--- src/rtl/if_fetch.sv ---
// Instruction-fetch stage: owns the PC, runs a one-outstanding-request
// imem handshake, and buffers one instruction for the IF/ID register.
//
// Ports:
//   clk, rst                   clock, synchronous active-high reset
//   stall[5:0]                 ctrl stall vector (bit0 IF hold, bit2 ID hold)
//   flush, new_pc              exception flush and its target PC
//   branch_flag_i              taken branch reported by ID
//   branch_target_address_i    branch target from ID
//   imem_req/addr/ack/rdata    instruction-memory handshake
//   if_pc, if_inst             buffered instruction presented to IF/ID
//   stallreq                   asserted while no instruction is buffered
module if_fetch #(
    parameter int ADDR_W = 32,
    parameter int DATA_W = 32,
    parameter logic [ADDR_W-1:0] INIT_ADDR = '0
) (
    input  logic              clk,
    input  logic              rst,
    input  logic [5:0]        stall,
    input  logic              flush,
    input  logic [ADDR_W-1:0] new_pc,
    input  logic              branch_flag_i,
    input  logic [ADDR_W-1:0] branch_target_address_i,
    output logic              imem_req,
    output logic [ADDR_W-1:0] imem_addr,
    input  logic              imem_ack,
    input  logic [DATA_W-1:0] imem_rdata,
    output logic [ADDR_W-1:0] if_pc,
    output logic [DATA_W-1:0] if_inst,
    output logic              stallreq
);

    localparam logic [1:0] S_IDLE = 2'd0;
    localparam logic [1:0] S_WAIT = 2'd1;
    localparam logic [1:0] S_DROP = 2'd2;

    localparam logic [ADDR_W-1:0] PC_STEP = ADDR_W'(4);

    logic [1:0]        state_q, state_d;
    logic [ADDR_W-1:0] pc_q, pc_d;
    logic              buf_full_q, buf_full_d;
    logic [ADDR_W-1:0] buf_pc_q, buf_pc_d;
    logic [DATA_W-1:0] buf_inst_q, buf_inst_d;
    logic              br_pend_q, br_pend_d;
    logic [ADDR_W-1:0] br_tgt_q, br_tgt_d;
    logic [ADDR_W-1:0] drop_tgt_q, drop_tgt_d;

    logic consume;
    logic accept;
    logic redir;
    logic req;
    logic [ADDR_W-1:0] addr;

    // Only the IF and ID hold bits matter here.
    logic unused_stall;
    assign unused_stall = ^{stall[5:3], stall[1]};

    assign consume = buf_full_q & ~stall[0];
    assign accept  = ~buf_full_q | consume;
    assign redir   = branch_flag_i & ~stall[2];

    always_comb begin
        req  = 1'b0;
        addr = pc_q;
        unique case (state_q)
            S_IDLE: begin
                req  = accept & ~flush;
                addr = redir ? branch_target_address_i : pc_q;
            end
            S_WAIT, S_DROP: begin
                req  = 1'b1;
                addr = pc_q;
            end
            default: begin
                req  = 1'b0;
                addr = pc_q;
            end
        endcase
    end

    always_comb begin
        state_d    = state_q;
        pc_d       = pc_q;
        buf_full_d = buf_full_q & ~consume;
        buf_pc_d   = buf_pc_q;
        buf_inst_d = buf_inst_q;
        br_pend_d  = br_pend_q;
        br_tgt_d   = br_tgt_q;
        drop_tgt_d = drop_tgt_q;

        if (flush) begin
            buf_full_d = 1'b0;
            br_pend_d  = 1'b0;
        end

        unique case (state_q)
            S_IDLE: begin
                if (flush) begin
                    pc_d = new_pc;
                end else if (req && imem_ack) begin
                    buf_full_d = 1'b1;
                    buf_pc_d   = addr;
                    buf_inst_d = imem_rdata;
                    pc_d       = addr + PC_STEP;
                end else if (req) begin
                    pc_d    = addr;
                    state_d = S_WAIT;
                end else if (redir) begin
                    pc_d = branch_target_address_i;
                end
            end
            S_WAIT: begin
                if (flush) begin
                    if (imem_ack) begin
                        pc_d    = new_pc;
                        state_d = S_IDLE;
                    end else begin
                        drop_tgt_d = new_pc;
                        state_d    = S_DROP;
                    end
                end else if (imem_ack) begin
                    // In-flight word is the delay slot; a branch seen
                    // this cycle or earlier steers the next fetch.
                    buf_full_d = 1'b1;
                    buf_pc_d   = pc_q;
                    buf_inst_d = imem_rdata;
                    br_pend_d  = 1'b0;
                    if (redir)
                        pc_d = branch_target_address_i;
                    else if (br_pend_q)
                        pc_d = br_tgt_q;
                    else
                        pc_d = pc_q + PC_STEP;
                    state_d = S_IDLE;
                end else if (redir) begin
                    br_pend_d = 1'b1;
                    br_tgt_d  = branch_target_address_i;
                end
            end
            S_DROP: begin
                if (imem_ack) begin
                    pc_d    = flush ? new_pc : drop_tgt_q;
                    state_d = S_IDLE;
                end else if (flush) begin
                    drop_tgt_d = new_pc;
                end
            end
            default: begin
                state_d = S_IDLE;
            end
        endcase
    end

    always_ff @(posedge clk) begin
        if (rst) begin
            state_q    <= S_IDLE;
            pc_q       <= INIT_ADDR;
            buf_full_q <= 1'b0;
            buf_pc_q   <= INIT_ADDR;
            buf_inst_q <= '0;
            br_pend_q  <= 1'b0;
            br_tgt_q   <= INIT_ADDR;
            drop_tgt_q <= INIT_ADDR;
        end else begin
            state_q    <= state_d;
            pc_q       <= pc_d;
            buf_full_q <= buf_full_d;
            buf_pc_q   <= buf_pc_d;
            buf_inst_q <= buf_inst_d;
            br_pend_q  <= br_pend_d;
            br_tgt_q   <= br_tgt_d;
            drop_tgt_q <= drop_tgt_d;
        end
    end

    // Outputs are forced to reset values while rst is held.
    assign imem_req  = ~rst & req;
    assign imem_addr = addr;
    assign if_pc     = rst ? INIT_ADDR : buf_pc_q;
    assign if_inst   = (~rst & buf_full_q) ? buf_inst_q : '0;
    assign stallreq  = ~rst & ~buf_full_q;

endmodule

--- config.mk ---
export PLATFORM = sky130hd
export DESIGN_NAME = if_fetch
export DESIGN_NICKNAME = d
export VERILOG_FILES = /design/src/rtl/if_fetch.sv
export SDC_FILE = /design/constraint.sdc
export NUM_CORES = 1
export LEC_CHECK = 0
export BUFFER_PORTS_ARGS = -buffer_cell sky130_fd_sc_hd__buf_2
export CORE_ASPECT_RATIO = 2
export CORE_UTILIZATION = 45
export DETAILED_ROUTE_END_ITERATION = 7
export PLACE_DENSITY = 0.79
export SLEW_MARGIN = 40
export SYNTH_ARGS = -nofsm -noshare
export SYNTH_HDL_FRONTEND = slang
export SYNTH_SLANG_ARGS = --single-unit
--- constraint.sdc ---
create_clock -name clk -period 7.6 [get_ports clk]
set_input_delay 1.52 -clock clk [delete_from_list [all_inputs] [get_ports clk]]
set_output_delay 1.52 -clock clk [all_outputs]
set_load 0.05 [all_outputs]
==> flow_summary.json, run 1 <==
{
  "status": "completed",
  "final_common_cell": "nand2_1",
  "cts_post_setup_buffers_inserted": 0,
  "groute.usage.overall": 0.4266,
  "finalHoldViolCount": 0,
  "hp-class": "reg -> reg",
  "clock-skew-final_ns": 0.01095,
  "syn-cell-area_um2": 11510,
  "antenna_found_initial": 0,
  "switching_power_w": 0.0009251,
  "tightest_slew_ns": 0.9101,
  "placed_cell_area_um2": 12590,
  "fp.dieArea_um2": 26260,
  "rows": 82,
  "synth_top_area_frac": 0.2853,
  "ctsHtreeMaxLevel": 4,
  "crit_path_max_fanout": 46,
  "yosysTopAreaCell": "dfxtp_1",
  "yosysUniqueCellTypes": 79,
  "cap_viol_max_count": 0,
  "crit_chain": "buf_2 > nand3b_1 > buf_4 > mux2i_1 > inv_1 > buf_2",
  "ff_latch_area_um2": 3283,
  "syn_inst": 1607,
  "required_ns": 6.08,
  "ys_async_sr_fraction": 0,
  "layout_common_cells": "nand2_1, buf_2, dfxtp_1, nor2_1, a21oi_1",
  "worst_slack_ns": 2.449,
  "drt-total-wl_mm": 54.95,
  "crit_arrival_ns": 3.63,
  "synthesis.nets": 1720,
  "power.density_nw_per_um2": 191.6,
  "switching_share": 0.3641,
  "clockRootBuffer": "clkbuf_16",
  "routabilityCongestion": 1.069,
  "synth_area_per_cell_um2": 7.162,
  "core_um2": 25140,
  "grt_start_max_net_pins": 83,
  "ys_ff_latch": 164,
  "timing.hold.ws_ns": 0.4569,
  "viasPerCell": 6.668,
  "p_seq_frac": 0.379,
  "final_area_um2": 13260,
  "die_y_um": 228.2,
  "power.leakage_nw": 5.139,
  "area_delta_synth_final_pct": 15.22,
  "ios": 205,
  "clkPwrFrac": 0.367,
  "slew_viol_final": 0,
  "rrSetupSlack_ns": 3.46,
  "firstDrtPassIters": 7,
  "yosysWarningCount": 0,
  "slowest_stage": "buf_4",
  "synth_area_leaders": "dfxtp_1, nand2_1, mux2i_1, a21oi_1, o21ai_0",
  "cts_sinks": 164,
  "critPathMaxStageDelay_ns": 0.64,
  "port_buffers": 200,
  "synth-seq-area-share": 0.2853,
  "fin_setup_tns_ns": 0,
  "cts_hold_buf": 0,
  "clk_latency_ns": 0.46,
  "clockBufferDepth": 2,
  "internal-power_w": 0.001616,
  "peakVddDrop_uv": 177.0,
  "cts_buffers": 17,
  "num_vias": 13700,
  "place_worst_setup_slack_ns": 2.563,
  "drcViolationCount": 0,
  "power.share.combinational": 0.254,
  "final_nets": 1819,
  "final-setup-viol-count": 0,
  "grt_pass1_wl_mm": 82.14,
  "critPathKind": "in -> out",
  "grt_overflow": 0,
  "ant_nets": 0,
  "path_common_cell": "buf_2",
  "drive_gt1_frac": 0.1821,
  "endpoint_kind": "primary output",
  "fillers": 2477,
  "hpwlAfterDp_mm": 37.91,
  "period_share": 0.6778,
  "cts_tree": "built",
  "synth_top_flop_cell": "dfxtp_1",
  "cts_resized": 0,
  "start_util": 0.4578,
  "diodes": 0,
  "synth_edf_count": 0,
  "p_total_w": 0.002541,
  "grt_pass1_vias": 13360,
  "multiInputGateArea_um2": 7559,
  "fp.dieW_um": 115.1,
  "max_freq_ghz": 0.1941,
  "drtIter0Drc": 1738,
  "fin_crit_ns": 5.151,
  "path_clk_slew_ns": 0.07,
  "avgRoutedWirePerCell_um": 26.74,
  "start_kind": "input pin",
  "rsz0062_at_grt": "false",
  "slew_headroom": 0.3895
}
## cell type report
class / instances / share of cell area
clock buffer: 18 / 0.03312
clock inverter: 14 / 0.01312
inverter: 33 / 0.009341
multi-input combinational: 1256 / 0.5700
sequential: 164 / 0.2476
tap: 336 / 0.03170
timing repair buffer: 234 / 0.09511
## worst max-delay path, delay by kind of cell
| family | cells | cell delay, ns |
|---|---|---|
| buffers and inverters | 4 | 1.27 |
| multiplexers | 1 | 0.52 |
| AND/OR/NAND/NOR | 1 | 0.31 |
## registers in the layout (all words and copies together), names as in the netlist
| signal | flops |
|---|---|
| buf_inst_q | 32 |
| state_q | 2 |
| buf_full_q | 1 |
| pc_q | 32 |
| buf_pc_q | 32 |
| br_pend_q | 1 |
| br_tgt_q | 32 |
| drop_tgt_q | 32 |
## synth_stat cells (all sizes together), types with 4 or more instances
| library cell | count |
|---|---|
| a2111oi | 10 |
| a211oi | 15 |
| a21boi | 4 |
| a21o | 5 |
| a21oi | 118 |
| a221o | 11 |
| a221oi | 21 |
| a222oi | 5 |
| a22oi | 5 |
| a2bb2oi | 4 |
| a311oi | 11 |
| a31oi | 24 |
| a32o | 4 |
| and2 | 44 |
| and3 | 13 |
| and3b | 5 |
| and4 | 6 |
| buf | 55 |
| clkbuf | 99 |
| dfxtp | 164 |
| ha | 6 |
| inv | 32 |
| mux2 | 17 |
| mux2i | 91 |
| nand2 | 296 |
| nand2b | 5 |
| nand3 | 54 |
| nand4 | 35 |
| nor2 | 126 |
| nor2b | 41 |
| nor3 | 25 |
| nor4 | 11 |
| o211ai | 14 |
| o21ai | 98 |
| o221ai | 5 |
| o22ai | 5 |
| o31ai | 10 |
| o32ai | 4 |
| or3 | 16 |
| or4 | 14 |
| xnor2 | 15 |
| xor2 | 13 |
## path summary, 6_finish.rpt
kind,cells past startpoint,start,end
min reg2reg,2,drop_tgt_q[24],drop_tgt_q[24]
max reg2reg,13,state_q[0],pc_q[26]
min,2,drop_tgt_q[24],drop_tgt_q[24]
max,6,stall[2],imem_addr[20]
## through the flow
stage | instances | utilization
6_report | 2055 | 0.5275
5_1_grt | 2055 | 0.5275
4_1_cts | 2053 | 0.5253
3_5_place_dp | 2021 | 0.5009
3_3_place_gp | 2021 | 0.4999
2_1_floorplan | 1607 | -
## cells by family (layout without fill, tap and decap cells)
| logic type | count (synthesis) | in the layout | share of synthesized area |
|---|---|---|---|
| compound gates | 410 | 410 | 0.2346 |
| xor+xnor | 28 | 28 | 0.02131 |
| buf+inv | 187 | 299 | 0.06621 |
| mux | 108 | 108 | 0.09578 |
| fa+ha+maj | 6 | 6 | 0.006523 |
| simple gates | 704 | 704 | 0.2903 |
| flops | 164 | 164 | 0.2853 |
## power by group through the flow
| stage | registers (W) | logic, W | clock network, W |
|---|---|---|---|
| after floorplan | 0.000933 | 0.000439 | 0 |
| after global placement | 0.000977 | 0.000607 | 0 |
| after detailed placement | 0.000978 | 0.000614 | 0 |
| after CTS | 0.000959 | 0.000616 | 0.000931 |
| after global routing | 0.000966 | 0.000676 | 0.000966 |
| final | 0.000964 | 0.000645 | 0.000931 |
## layer usage
layer / up-vias / global-route usage / share of wire
met1: 6295 / 0.4572 / 0.34
met3: 348 / 0.1121 / 0.10
met5: - / 0 / 0
li1: 5978 / - / -
met4: 0 / 0.4002 / 0.11
met2: 1081 / 0.6677 / 0.45
(Power assumes the default switching activity.)
==> inputs of run 2 (changes only) <==
Settings changed: PLACE_DENSITY 0.79 to 0.81.
Clock period 7.6 ns to 4.2 ns, I/O delays scaled along.
==> run 2 against run 1 <==
  * The flow now finishes with violations (design-rule violations)
  * Sequential cell count unchanged
  * First-iteration DRC count increased by 5.2%
  * Clock skew about the same
  * Power grew 82%
  * Register-to-register slack worse by 3.1 ns
  * Cell area grew 2.9%
  * Non-clock buffer count up 57
  * Final cell count rose by 2.8%
  * Clock power grew 73%
  * Largest cell class unchanged
==> flow_summary.json, run 2 (synthesis results as in run 1) <==
{
  "status": "complete, but fails checks",
  "violations": "design-rule violations",
  "start_util": 0.4578,
  "reg2regPathDepth": 12,
  "avgRoutedWirePerCell_um": 28.71,
  "whs_endpoint": "br_tgt_q[17]",
  "drt-total-wl_mm": 60.67,
  "final_common_cell": "nand2_1",
  "drcViolationCount": 4,
  "hp-start": "br_tgt_q[17]",
  "peakVddDrop_uv": 311.8,
  "final_cells": 2113,
  "clock-skew-final_ns": 0.01108,
  "hp-class": "reg -> reg",
  "grt_overflow": 0,
  "cts_resized": 0,
  "r2r-end": "pc_q[24]",
  "rsz0062_at_grt": "false",
  "clockRootBuffer": "clkbuf_16",
  "layout_common_cells": "nand2_1, buf_2, dfxtp_1, nor2_1, a21oi_1",
  "grt_start_max_net_pins": 71,
  "firstDrtPassIters": 8,
  "period_share": 0.9799,
  "slowest_stage": "ha_1",
  "groute.usage.overall": 0.4805,
  "clockBufferDepth": 2,
  "start_kind": "flip-flop",
  "grt_pass1_wl_mm": 90.60,
  "place_worst_setup_slack_ns": 0.3352,
  "fin_crit_ns": 4.116,
  "critPathKind": "reg -> out",
  "cap_viol_max_count": 0,
  "final_nets": 1876,
  "crit_path_max_fanout": 21,
  "dp.cells": 2080,
  "die_y_um": 228.2,
  "placed_cell_area_um2": 13040,
  "max_freq_ghz": 0.2430,
  "cts_hold_buf": 0,
  "final_area_um2": 13650,
  "drtIter0Drc": 1829,
  "finalHoldViolCount": 0,
  "path_clk_slew_ns": 0.07,
  "ctsHtreeMaxLevel": 4,
  "cts_sinks": 164,
  "routabilityCongestion": 1.147,
  "crit_chain": "inv_1 > ha_1 > buf_4 > a21bo_2 > o21ai_0 > nand2_1 > nor2_1 > buf_2",
  "rrSetupSlack_ns": 0.39,
  "fp.dieW_um": 115.1,
  "power.density_nw_per_um2": 338.3,
  "hold_depth": 2,
  "cts_post_setup_buffers_inserted": 0,
  "required_ns": 3.36,
  "cts_buffers": 17,
  "fin_setup_tns_ns": 0,
  "viasPerCell": 6.793,
  "slew_headroom": 0.4445,
  "ant_nets": 0,
  "port_buffers": 200,
  "clk_latency_ns": 0.47,
  "worst_slack_ns": 0.08444,
  "grt_pass1_vias": 14120,
  "hpwlAfterDp_mm": 42.43,
  "antenna_found_initial": 3,
  "power.leakage_nw": 5.394,
  "ios": 205,
  "tightest_slew_ns": 0.8312,
  "crit_arrival_ns": 3.28,
  "rows": 82,
  "r2r_start": "state_q[0]",
  "drive_gt1_frac": 0.2045,
  "area_delta_synth_final_pct": 18.58,
  "cts_tree": "built",
  "fin_util": 0.5429,
  "fp.dieArea_um2": 26260,
  "core_um2": 25140,
  "endpoint_kind": "primary output",
  "slew_viol_final": 0,
  "final-setup-viol-count": 0,
  "num_vias": 14350,
  "critPathMaxStageDelay_ns": 0.49
}
## run 2: cell count changes in the layout (fill, tap and decap cells not counted), sizes merged
cell | before | now
buf | 232 | 291
bufinv | 3 | 2
clkbuf | 20 | 18
clkinv | 5 | 9
clkinvlp | 3 | 2
diode | 0 | 2
inv | 36 | 33
## run 2: layout make-up
class	instances	area, um2
Timing Repair Buffer	291	1715
Multi-Input combinational cell	1256	7525
Antenna cell	2	5.005
Clock inverter	13	135.1
Tap cell	336	420.4
Fill cell	2470	11490
Sequential cell	164	3283
Inverter	33	123.9
Clock buffer	18	439.2
## run 2: through the flow
step | total power, W | hold WS (ns)
after floorplan | 0.002486 | 0.4312
after global placement | 0.002944 | 0.4365
after detailed placement | 0.002953 | 0.4416
after CTS | 0.004530 | 0.4508
after global routing | 0.004734 | 0.4622
final | 0.004617 | 0.4533
## run 2: layer usage
metal	wire (um)	GRT usage
met1	18780	0.4771
met2	27550	0.7325
met3	6793	0.1971
met4	7525	0.4752
met5	22	0.01176
## run 2: how the worst max path moves through the flow
stage                  start  endpoint  slack (ns)  depth (start not counted)
3_3_place_gp   branch_flag_i  pc_q[24]        0.36                         11
2_1_floorplan       stall[2]  pc_q[24]       0.008                         17
5_1_grt           state_q[0]  imem_req        0.03                          8
6_report          state_q[0]  imem_req        0.08                          8
4_1_cts           state_q[0]  imem_req        0.38                          8
3_5_place_dp   branch_flag_i  pc_q[24]        0.34                         11
## run 2: worst max-delay path, delay by kind of cell, from the launching register on
kind	cells	cell delay (ns)
compound gates	2	0.76
fa+ha+maj	1	0.49
buf+inv	3	0.77
flops	1	0.35
simple gates	2	0.42
## run 2: power by group
group	total (W)	switching, W	internal (W)
clock network	0.00161	0.000724	0.000885
registers	0.00175	0.000121	0.00162
logic	0.00126	0.000888	0.000376
total	0.00462	0.00173	0.00289
